$ cat config.mk
export PLATFORM = sky130hd
export DESIGN_NAME = pixel_frame_loader
export DESIGN_NICKNAME = d
export VERILOG_FILES = /design/src/rtl/pixel_frame_loader.sv
export SDC_FILE = /design/constraint.sdc
export NUM_CORES = 1
export LEC_CHECK = 0
export ABC_AREA = 1
export CAP_MARGIN = 20
export CORE_ASPECT_RATIO = 0.8
export CORE_MARGIN = 2
export CORE_UTILIZATION = 57
export CTS_BUF_LIST = sky130_fd_sc_hd__clkbuf_16
export CTS_CLUSTER_SIZE = 14
export DETAILED_ROUTE_END_ITERATION = 16
export PLACE_DENSITY = 0.85
export REMOVE_ABC_BUFFERS = 1
export SETUP_SLACK_MARGIN = 0.05
export SYNTH_ARGS = -nofsm -noshare
export SYNTH_HDL_FRONTEND = slang
export SYNTH_SLANG_ARGS = --single-unit
$ cat constraint.sdc
create_clock -name clk -period 2.8 [get_ports clk]
set_input_delay 0.28 -clock clk [delete_from_list [all_inputs] [get_ports clk]]
set_output_delay 0.28 -clock clk [all_outputs]
set_load 0.02 [all_outputs]
$ cat src/rtl/pixel_frame_loader.sv
// Packs host bytes into 24-bit pixel words and hands completed frames to the strand driver.
// Define PIXEL_FRAME_LOADER_DOUBLE_BUFFER_EN for two-bank ping-pong; otherwise a single bank is used.
module pixel_frame_loader #(
  parameter int MEM_DATA_WIDTH     = 24,
  parameter int STRAND_PARAM_WIDTH = 16
) (
  input  logic                          clk,
  input  logic                          rst_n,
  input  logic [STRAND_PARAM_WIDTH-1:0] strand_length,
  input  logic [7:0]                    byte_data,
  input  logic                          byte_valid,
  input  logic                          byte_sof,
  output logic                          byte_ready,
  output logic                          mem_wr_en,
  output logic [STRAND_PARAM_WIDTH:0]   mem_wr_addr,
  output logic [MEM_DATA_WIDTH-1:0]     mem_wr_data,
  output logic                          rd_bank,
  input  logic                          driver_busy,
  output logic                          start_frame,
  output logic [15:0]                   frame_count,
  output logic [1:0]                    state_dbg_o
);

  typedef enum logic [1:0] {IDLE = 2'd0, FILL = 2'd1, COMMIT = 2'd2} state_e;

  state_e                        state_q, state_d;
  logic                          wr_bank_q, wr_bank_d;
  logic                          rd_bank_q, rd_bank_d;
  logic [STRAND_PARAM_WIDTH-1:0] word_idx_q, word_idx_d;
  logic [STRAND_PARAM_WIDTH-1:0] len_q, len_d;
  logic [1:0]                    byte_cnt_q, byte_cnt_d;
  logic [1:0]                    guard_q, guard_d;
  logic [7:0]                    b0_q, b0_d, b1_q, b1_d;
  logic                          wr_en_q, wr_en_d;
  logic [STRAND_PARAM_WIDTH:0]   wr_addr_q, wr_addr_d;
  logic [MEM_DATA_WIDTH-1:0]     wr_data_q, wr_data_d;
  logic                          start_q, start_d;
  logic [15:0]                   frame_cnt_q, frame_cnt_d;
  logic                          xfer;
  logic [STRAND_PARAM_WIDTH-1:0] word_idx_inc;

  // Handshake: a byte moves on a rising edge where byte_valid and byte_ready are both high.
  always_comb begin
    byte_ready = (state_q != COMMIT);
`ifndef PIXEL_FRAME_LOADER_DOUBLE_BUFFER_EN
    if (driver_busy || (guard_q != 2'd0)) byte_ready = 1'b0;
`endif
  end

  assign xfer         = byte_valid & byte_ready;
  assign word_idx_inc = word_idx_q + 1'b1;

  always_comb begin
    state_d     = state_q;
    wr_bank_d   = wr_bank_q;
    rd_bank_d   = rd_bank_q;
    word_idx_d  = word_idx_q;
    len_d       = len_q;
    byte_cnt_d  = byte_cnt_q;
    guard_d     = (guard_q != 2'd0) ? guard_q - 2'd1 : 2'd0;
    b0_d        = b0_q;
    b1_d        = b1_q;
    wr_en_d     = 1'b0;
    wr_addr_d   = wr_addr_q;
    wr_data_d   = wr_data_q;
    start_d     = 1'b0;
    frame_cnt_d = frame_cnt_q;

    case (state_q)
      IDLE, FILL: begin
        // An SOF byte restarts the frame from either state; old words are simply overwritten.
        if (xfer && byte_sof) begin
          len_d      = strand_length;
          word_idx_d = '0;
          if (strand_length == '0) begin
            byte_cnt_d = 2'd0;
            state_d    = COMMIT;
          end else begin
            b0_d       = byte_data;
            byte_cnt_d = 2'd1;
            state_d    = FILL;
          end
        end else if (xfer && (state_q == FILL)) begin
          case (byte_cnt_q)
            2'd0: begin
              b0_d       = byte_data;
              byte_cnt_d = 2'd1;
            end
            2'd1: begin
              b1_d       = byte_data;
              byte_cnt_d = 2'd2;
            end
            default: begin
              wr_en_d    = 1'b1;
              wr_addr_d  = {wr_bank_q, word_idx_q};
              wr_data_d  = {b0_q, b1_q, byte_data};
              word_idx_d = word_idx_inc;
              byte_cnt_d = 2'd0;
              if (word_idx_inc == len_q) state_d = COMMIT;
            end
          endcase
        end
      end
      COMMIT: begin
        // guard covers the gap before the driver raises busy for the previous launch.
        if (!driver_busy && (guard_q == 2'd0)) begin
`ifdef PIXEL_FRAME_LOADER_DOUBLE_BUFFER_EN
          rd_bank_d = wr_bank_q;
          wr_bank_d = ~wr_bank_q;
`endif
          start_d     = 1'b1;
          frame_cnt_d = frame_cnt_q + 16'd1;
          guard_d     = 2'd2;
          state_d     = IDLE;
        end
      end
      default: state_d = IDLE;
    endcase
  end

  always_ff @(posedge clk or negedge rst_n) begin
    if (!rst_n) begin
      state_q     <= IDLE;
      wr_bank_q   <= 1'b0;
      rd_bank_q   <= 1'b0;
      word_idx_q  <= '0;
      len_q       <= '0;
      byte_cnt_q  <= 2'd0;
      guard_q     <= 2'd0;
      b0_q        <= 8'd0;
      b1_q        <= 8'd0;
      wr_en_q     <= 1'b0;
      wr_addr_q   <= '0;
      wr_data_q   <= '0;
      start_q     <= 1'b0;
      frame_cnt_q <= 16'd0;
    end else begin
      state_q     <= state_d;
      wr_bank_q   <= wr_bank_d;
      rd_bank_q   <= rd_bank_d;
      word_idx_q  <= word_idx_d;
      len_q       <= len_d;
      byte_cnt_q  <= byte_cnt_d;
      guard_q     <= guard_d;
      b0_q        <= b0_d;
      b1_q        <= b1_d;
      wr_en_q     <= wr_en_d;
      wr_addr_q   <= wr_addr_d;
      wr_data_q   <= wr_data_d;
      start_q     <= start_d;
      frame_cnt_q <= frame_cnt_d;
    end
  end

  assign mem_wr_en   = wr_en_q;
  assign mem_wr_addr = wr_addr_q;
  assign mem_wr_data = wr_data_q;
  assign rd_bank     = rd_bank_q;
  assign start_frame = start_q;
  assign frame_count = frame_cnt_q;
  assign state_dbg_o = state_q;

endmodule

[Word-level counts from Yosys, hierarchy flattened]
Index checks and enable logic that the tools add are counted.
Storage, ports and cells
  flip-flop bits (word level): 112
Operators by class
  $add $sub $neg: 3
  equality and inequality tests: 11
  multiplexer cells: 28
  bitwise operators: 3
  reduce and logical (&&, ||, !) cells: 22
Operators by type and width (count)
  16-bit 2-to-1 mux: 3
  16-bit by 1-bit adder with 16-bit output (second input constant): 2
  8-bit 2-to-1 mux: 4
  2-bit 2-to-1 mux: 11
  16-bit == test: 1
  16-bit logical NOT: 1
  4-bit AND reduction: 4
  3-bit != test (second input constant): 3
  1-bit 2-to-1 mux: 8
  2-bit case mux with 2 select lines: 2
  2-bit logical NOT: 3
  2-bit != test (second input constant): 3
  2-bit AND reduction: 3
  2-bit nonzero test: 3
  2-bit by 1-bit == test with 1-bit output (second input constant): 2
  2-bit OR reduction: 2
  1-bit logical AND: 3
  3-bit AND reduction: 1
  2-bit == test (second input constant): 1
  2-bit by 1-bit != test with 1-bit output (second input constant): 1
  1-bit inverter: 2
  2-bit by 1-bit subtractor with 2-bit output (second input constant): 1
  1-bit bitwise AND: 1
  1-bit logical NOT: 1
  1-bit logical OR: 1

[Longest topological paths before layout]
  depth after elaboration: 8
  gate-level depth with buffers: 15
  mapped depth without buffers: 15

[Least setup slack after synthesis]
Ideal clock, no wire load.
  path type: reg-to-reg
  start: register state_q[1] (netlist: state_dbg_o[1])
  end: register word_idx_q[3]
  setup time: 126 ps
  data arrival time: 1832 ps
  data required time: 2674 ps
  setup slack: 842 ps
  stages on the path, launching flop included: 13
  path buffers: 2
  clock period less this slack: 1958 ps
  cell sequence: dfrtp_1 -> inv_2 -> nor2_4 -> nor2_4 -> nand2_4 -> nor2_8 -> inv_4 -> nor2_4 -> nor2_4 -> nor2_4 -> buf_6 -> buf_12 -> o22ai_2
On the way
  cells in the longest elaborated chain, start to end: 6
  elaborated cells on any way between the ends: 12
RTL lines
  start: declaration: RTL line 26  | state_e state_q, state_d;
  start signal: assignment: RTL line 138  | state_q <= state_d;
  2-bit != test *: RTL line 44  | byte_ready = (state_q != COMMIT);
  1-bit 2-to-1 mux *: RTL line 46  | if (driver_busy || (guard_q != 2'd0)) byte_ready = 1'b0;
  net byte_ready: RTL line 13  | output logic byte_ready,
  1-bit bitwise AND *: RTL line 50  | assign xfer = byte_valid & byte_ready;
  1-bit logical AND (on tied branches): RTL line 72, 83
  2-bit by 1-bit != test with 1-bit output (no line) or 2-bit nonzero test (tied branches)
  3-bit AND reduction (no line)
  end signal: assignment: RTL line 141  | word_idx_q <= word_idx_d;
  end: declaration: RTL line 29  | logic [STRAND_PARAM_WIDTH-1:0] word_idx_q, word_idx_d;
Mark *: on every way through the listed nets, which the timed path passes. The rest lies on a longest branch.
A chain may end at the register's enable or synchronous reset.

[Worst setup path after layout]
  start: register word_idx_q[0]
  end: register state_q[0] (netlist: state_dbg_o[0])
On the way
  cells in the longest elaborated chain, start to end: 4
RTL lines
  16-bit by 1-bit adder with 16-bit output: RTL line 51  | assign word_idx_inc = word_idx_q + 1'b1;
  16-bit == test: RTL line 99  | if (word_idx_inc == len_q) state_d = COMMIT;
  3-bit != test (no line)
  4-bit AND reduction (no line)
Every way passes these cells.

==> results.toml <==
[finish]
drive_above_1_share_pct = 10.4
insertedDiodeCount = 0
register_area_um2 = 2800
fin_cells = 798
nNetsFinal = 709
multi_input_area_um2 = 2090
syn2layout_area_growth_pct = 24.4
fillers = 693

[global_routing]
overflow = 0
grt_util_all_layers_pct = 25.4
antenna_found_initial = 0
grt_pass1_wl_um = 19800
grt_max_degree = 53
grt_pass1_vias = 4166

[synth]
synth_common_cells = "nand2_1, dfrtp_1, inv_1"
yosys-top-cells-area = "dfrtp_1, nand2_1, o21ai_0"
ys_ff_latch = 112
synth_ff_type = "dfrtp_1"
yosysSeqAreaShare_pct = 53.9
yosysTopAreaCellShare_pct = 53.9
netlist_area_um2 = 5200
synth_most_common_cell = "nand2_1"
postSynth.asyncResetShare_pct = 100
synthDistinctLibCells = 36
syn_inst = 586
yosys.area.top_type = "dfrtp_1"
synth_warnings = 0
synth.avg_cell_area_um2 = 8.88
synth_edf_count = 0

[die]
ios = 92
start_util_pct = 58.1
core_area_um2 = 8960
design.die.area_um2 = 9910
core.rowCount = 31
die_y_um = 89.5
die_w_um = 111

[sta]
hold_ws_ns = 0.434
slew_headroom_pct = 51.0
rsz0062_at_grt = "false"
setup_viol = 0
period_share_pct = 84.5
tns_ns = 0
max_freq_mhz = 423
min_period_ns = 2.37
skew_ns = 0.00538
finalHoldViolations = 0
setup_slack_ns = 0.434
maxSlewViolCount = 0
worst_pin_slew_ns = 0.733

[setup_path]
worstSetupEndpointType = "flop"
crit_fanout = 9
crit_path_start_kind = "flop"
cp.arrival_ns = 2.61
critical_path_class = "reg -> reg"
required_ns = 3.04

[clocking]
root_buffer = "clkbuf_16"
clk_pin_slew_ns = 0.07
clock_latency_ns = 0.35
cts_buffer_depth = 2
postCtsSetupBuffers = 0
cts_resized = 0
cts_max_level = 3
postCtsHoldBufs = 1
cts_tree = "done"
cts_made_buffers = 9
cts.sinks = 112

[routing]
drc = 0
drtIter0Drc = 290
ant_nets = 0
post_drt_wl_per_cell_um = 15.2
first_pass_iters = 5
wirelength_um = 12100
routed_via_density = 5.39
routed-via-count = 4301

[place]
place_congestion = 0.915
port_buffers = 89
dpl.cell_count = 781
dp.final_hpwl_um = 8680
preCtsSetupSlack_ns = 0.389

[worst_hold_path]
hp-class = "reg -> reg"

[power_and_ir_drop]
cellPowerDensity_nw_per_um2 = 920
vdd_drop_max_mv = 0.625
leakagePower_nw = 3.10
power_mw = 5.96

[flow_run]
cap_viol_max_count = 0

[status]
status = "completed"
==> final cells by class <==
cell class	count	area share, %
tap	115	2.22
multi-input combinational	405	32.3
inverter	53	3.11
timing repair buffer	97	14.7
clock inverter	7	0.889
clock buffer	9	3.48
sequential	112	43.3
==> sequential cells by signal, indices dropped and copies added (netlist names) <==
name / cells
b1_q: 8
start_frame: 1
len_q: 16
word_idx_q: 16
mem_wr_addr: 16
mem_wr_en: 1
b0_q: 8
state_dbg_o: 2
frame_count: 16
byte_cnt_q: 2
mem_wr_data: 24
guard_q: 2
==> critical path, cell delays in order (launching register included) <==
cell     delay, ns
dfrtp_1       0.52
ha_1          0.25
nand2_1       0.10
nor2_2        0.32
nand2_1       0.12
nand2_1       0.12
nand2_1       0.08
nand2_1       0.09
nand2_1       0.06
nor2_1        0.11
nand3_1       0.09
nor2_1        0.17
nand2_1       0.10
nand4_1       0.08
nand2_1       0.06
==> final timing paths <==
check	slack, ns	depth (start not counted)	start	endpoint
min in group asynchronous	0.47	2	rst_n	frame_count[1]
min	0.43	1	guard_q[0]	guard_q[0]
max reg2reg	0.43	14	word_idx_q[0]	state_dbg_o[0]
max in group asynchronous	1.55	3	rst_n	len_q[13]
max	0.43	14	word_idx_q[0]	state_dbg_o[0]
min reg2reg	0.43	1	guard_q[0]	guard_q[0]
==> metal layers <==
| layer | global-route usage, % | share of wire, % | up-vias |
|---|---|---|---|
| met4 | 7.05 | 1.4 | 0 |
| met1 | 34.2 | 44 | 2061 |
| met3 | 7.19 | 7.1 | 20 |
| met2 | 41.4 | 48 | 157 |
| met5 | 0 | 0 | - |
| li1 | - | - | 2063 |
==> cell usage in the layout, fill, tap and decap left out, types with 4 or more instances in the layout <==
cell type | netlist | layout
nand3_2 | 3 | 4
nand4_1 | 14 | 14
clkdlybuf4s50_1 | 0 | 88
nand2_1 | 204 | 204
o21ai_2 | 9 | 9
xor2_1 | 10 | 10
buf_4 | 2 | 8
clkbuf_16 | 0 | 9
o22ai_2 | 10 | 10
nor2_1 | 27 | 27
o21ai_0 | 44 | 44
o21ai_1 | 4 | 4
nor2_2 | 4 | 4
nor2_4 | 10 | 10
nand3_1 | 31 | 30
inv_1 | 48 | 49
nand3b_1 | 5 | 5
xnor2_1 | 8 | 8
nor4_1 | 4 | 4
dfrtp_1 | 112 | 112
==> report_power, final <==
part | leakage (nW) | internal, mW | switching (mW)
clock network | 0.139 | 0.615 | 0.606
registers | 1.47 | 2.12 | 0.407
logic | 1.50 | 0.923 | 1.28
==> stage by stage <==
stage	area, um2	util [%]
finish	6470	72.3
floorplan	5090	-
detailed placement	6180	69.0
global route	6470	72.3
global placement	6180	69.0
CTS	6470	72.3
==> cell families after synthesis <==
family / synth area share (%)
XOR/XNOR: 3.03
AND/OR/NAND/NOR: 27.4
buffers and inverters: 6.11
flip-flops: 53.9
adder cells (fa/ha/maj): 0.481
other: 0.0721
AO/OA/AOI/OAI: 9.09
Note: power is estimated with default switching activity, not from simulation.
==> variant, RTL diff (config.mk and constraints unchanged) <==
Set the parameter `STRAND_PARAM_WIDTH` to 32 (it was 16).
--- a/src/rtl/pixel_frame_loader.sv
+++ b/src/rtl/pixel_frame_loader.sv
@@ -2,7 +2,7 @@
 // Define PIXEL_FRAME_LOADER_DOUBLE_BUFFER_EN for two-bank ping-pong; otherwise a single bank is used.
 module pixel_frame_loader #(
   parameter int MEM_DATA_WIDTH     = 24,
-  parameter int STRAND_PARAM_WIDTH = 16
+  parameter int STRAND_PARAM_WIDTH = 32
 ) (
   input  logic                          clk,
   input  logic                          rst_n,
Interface: changed (resized mem_wr_addr and strand_length); port bits go from 92 to 124. The function was not compared with the original's and may differ.
==> variant against the unedited design <==
Worst hold slack got worse by 0.027 ns; sequential power rose by 51%; setup slack got worse by 0.054 ns; power up 57%; fmax shrank 2.2%; final area up 52%; sequential cell count up 48; routed wire length is 70% higher; area after synthesis is 50% higher; critical endpoint unchanged.
==> variant: results <==
metrics = {
    "grt": {
        "grt_pass1_vias": 6820,
        "grt_first_pass_wirelength_um": 33600,
        "grtUsageTotal_pct": 29.6,
        "grt_max_degree": 63,
    },
    "logic_synthesis": {
        "ys_seq_area_share_pct": 51.4,
        "avgSynthCellArea_um2": 7.79,
        "synth_common_cells": "nand2_1 (364), dfrtp_1 (160), inv_1 (95)",
    },
    "run_status": {
        "status": "finished, final reports clean",
    },
    "power_and_ir_drop": {
        "switching_share_pct": 38.6,
        "p_leak_nw": 4.69,
        "ir_worst_vdd_v": 0.000654,
    },
    "clock_tree": {
        "cts_max_level": 4,
        "cts_made_buffers": 17,
        "cts_buffer_depth": 2,
    },
    "sta": {
        "relSlewSlack_pct": 58.5,
        "final.setup_skew_ns": 0.0120,
    },
    "placed_design": {
        "dp_slack_ns": 0.431,
        "io_buffer_count": 121,
        "placed_cells": 1287,
        "dpl_cell_area_um2": 9270,
        "gp_congestion": 0.981,
        "hpwl_um": 14800,
    },
    "drt": {
        "first_iter_violations": 700,
        "drtPass1Iterations": 7,
        "wl_um": 20600,
        "wl_per_cell_um": 15.6,
    },
    "layout": {
        "fill_cells": 1037,
        "layout.nets": 1174,
        "drive_above_1_share_pct": 6.75,
    },
    "min_path": {
        "min_path_type": "in2async",
    },
    "setup_path": {
        "slowest_stage": "dfrtp_1",
        "cpPeakStageDelay_ns": 0.40,
        "cp_max_fo": 7,
    },
}
-- variant: path summary, 6_finish.rpt --
check,from,cells after the start,end,slack [ns]
max in group asynchronous,rst_n,3,word_idx_q[2],1.68
worst max-delay path,word_idx_q[0],13,state_dbg_o[0],0.38
worst max register to register,word_idx_q[0],13,state_dbg_o[0],0.38
worst min-delay path,rst_n,2,mem_wr_addr[30],0.41
min in group clk,strand_length[2],3,len_q[2],0.43
worst min register to register,frame_count[15],1,frame_count[15],0.47
-- variant: power by group through the flow --
stage | registers, W | logic (W) | clock network, W
floorplan | 0.00411 | 0.00154 | 0
global placement | 0.00381 | 0.00316 | 0
detailed placement | 0.00383 | 0.00325 | 0
CTS | 0.00381 | 0.00329 | 0.00225
global route | 0.00393 | 0.00367 | 0.00236
finish | 0.00383 | 0.00329 | 0.00223
-- variant: area by class of cell --
class / count / area, um2 / share of cell area, %
well taps: 180 / 225 / 2.29
flip-flops and latches: 160 / 4000 / 40.7
repair buffers: 135 / 1370 / 13.9
inverters: 99 / 372 / 3.78
clock inverters: 15 / 134 / 1.36
multi-input cells: 714 / 3310 / 33.6
clock buffers: 17 / 425 / 4.32
-- variant: logic make-up after synthesis --
| group | count (synthesis) | share of synthesized area, % |
|---|---|---|
| other | 1 | 0.0481 |
| XOR/XNOR | 18 | 2.02 |
| adder cells (fa/ha/maj) | 2 | 0.321 |
| AO/OA/AOI/OAI | 123 | 8.35 |
| flip-flops | 160 | 51.4 |
| AND/OR/NAND/NOR | 569 | 31.5 |
| buffers and inverters | 127 | 6.36 |
-- variant: repair_timing --
item	CTS	global route
hold endpoints to repair	59	0
gates resized for setup	0	0
endpoints found under the setup margin	0	0
hold buffers	1	0
-- variant: worst register-to-register path, delay by kind of cell, from the launching register on --
kind	cells	cell delay, ns
buffers and inverters	1	0.13
DFF	1	0.40
and+or+nand+nor	12	1.77
-- variant: per-layer routing --
layer	wire length, um	global-route usage (%)	vias up
met5	0	0	-
met4	460	9.92	0
met3	1820	5.86	49
met2	9290	46.2	336
met1	9050	42.0	3423
li1	-	-	3457
-- variant: stage by stage --
stage               setup TNS, ns  hold WS, ns  util (%)
floorplan                  -42.91      -0.0156         -
global placement                0        0.303      68.9
detailed placement              0        0.311      68.9
CTS                             0        0.422      73.1
global route                    0        0.446      73.1
finish                          0        0.407      73.1
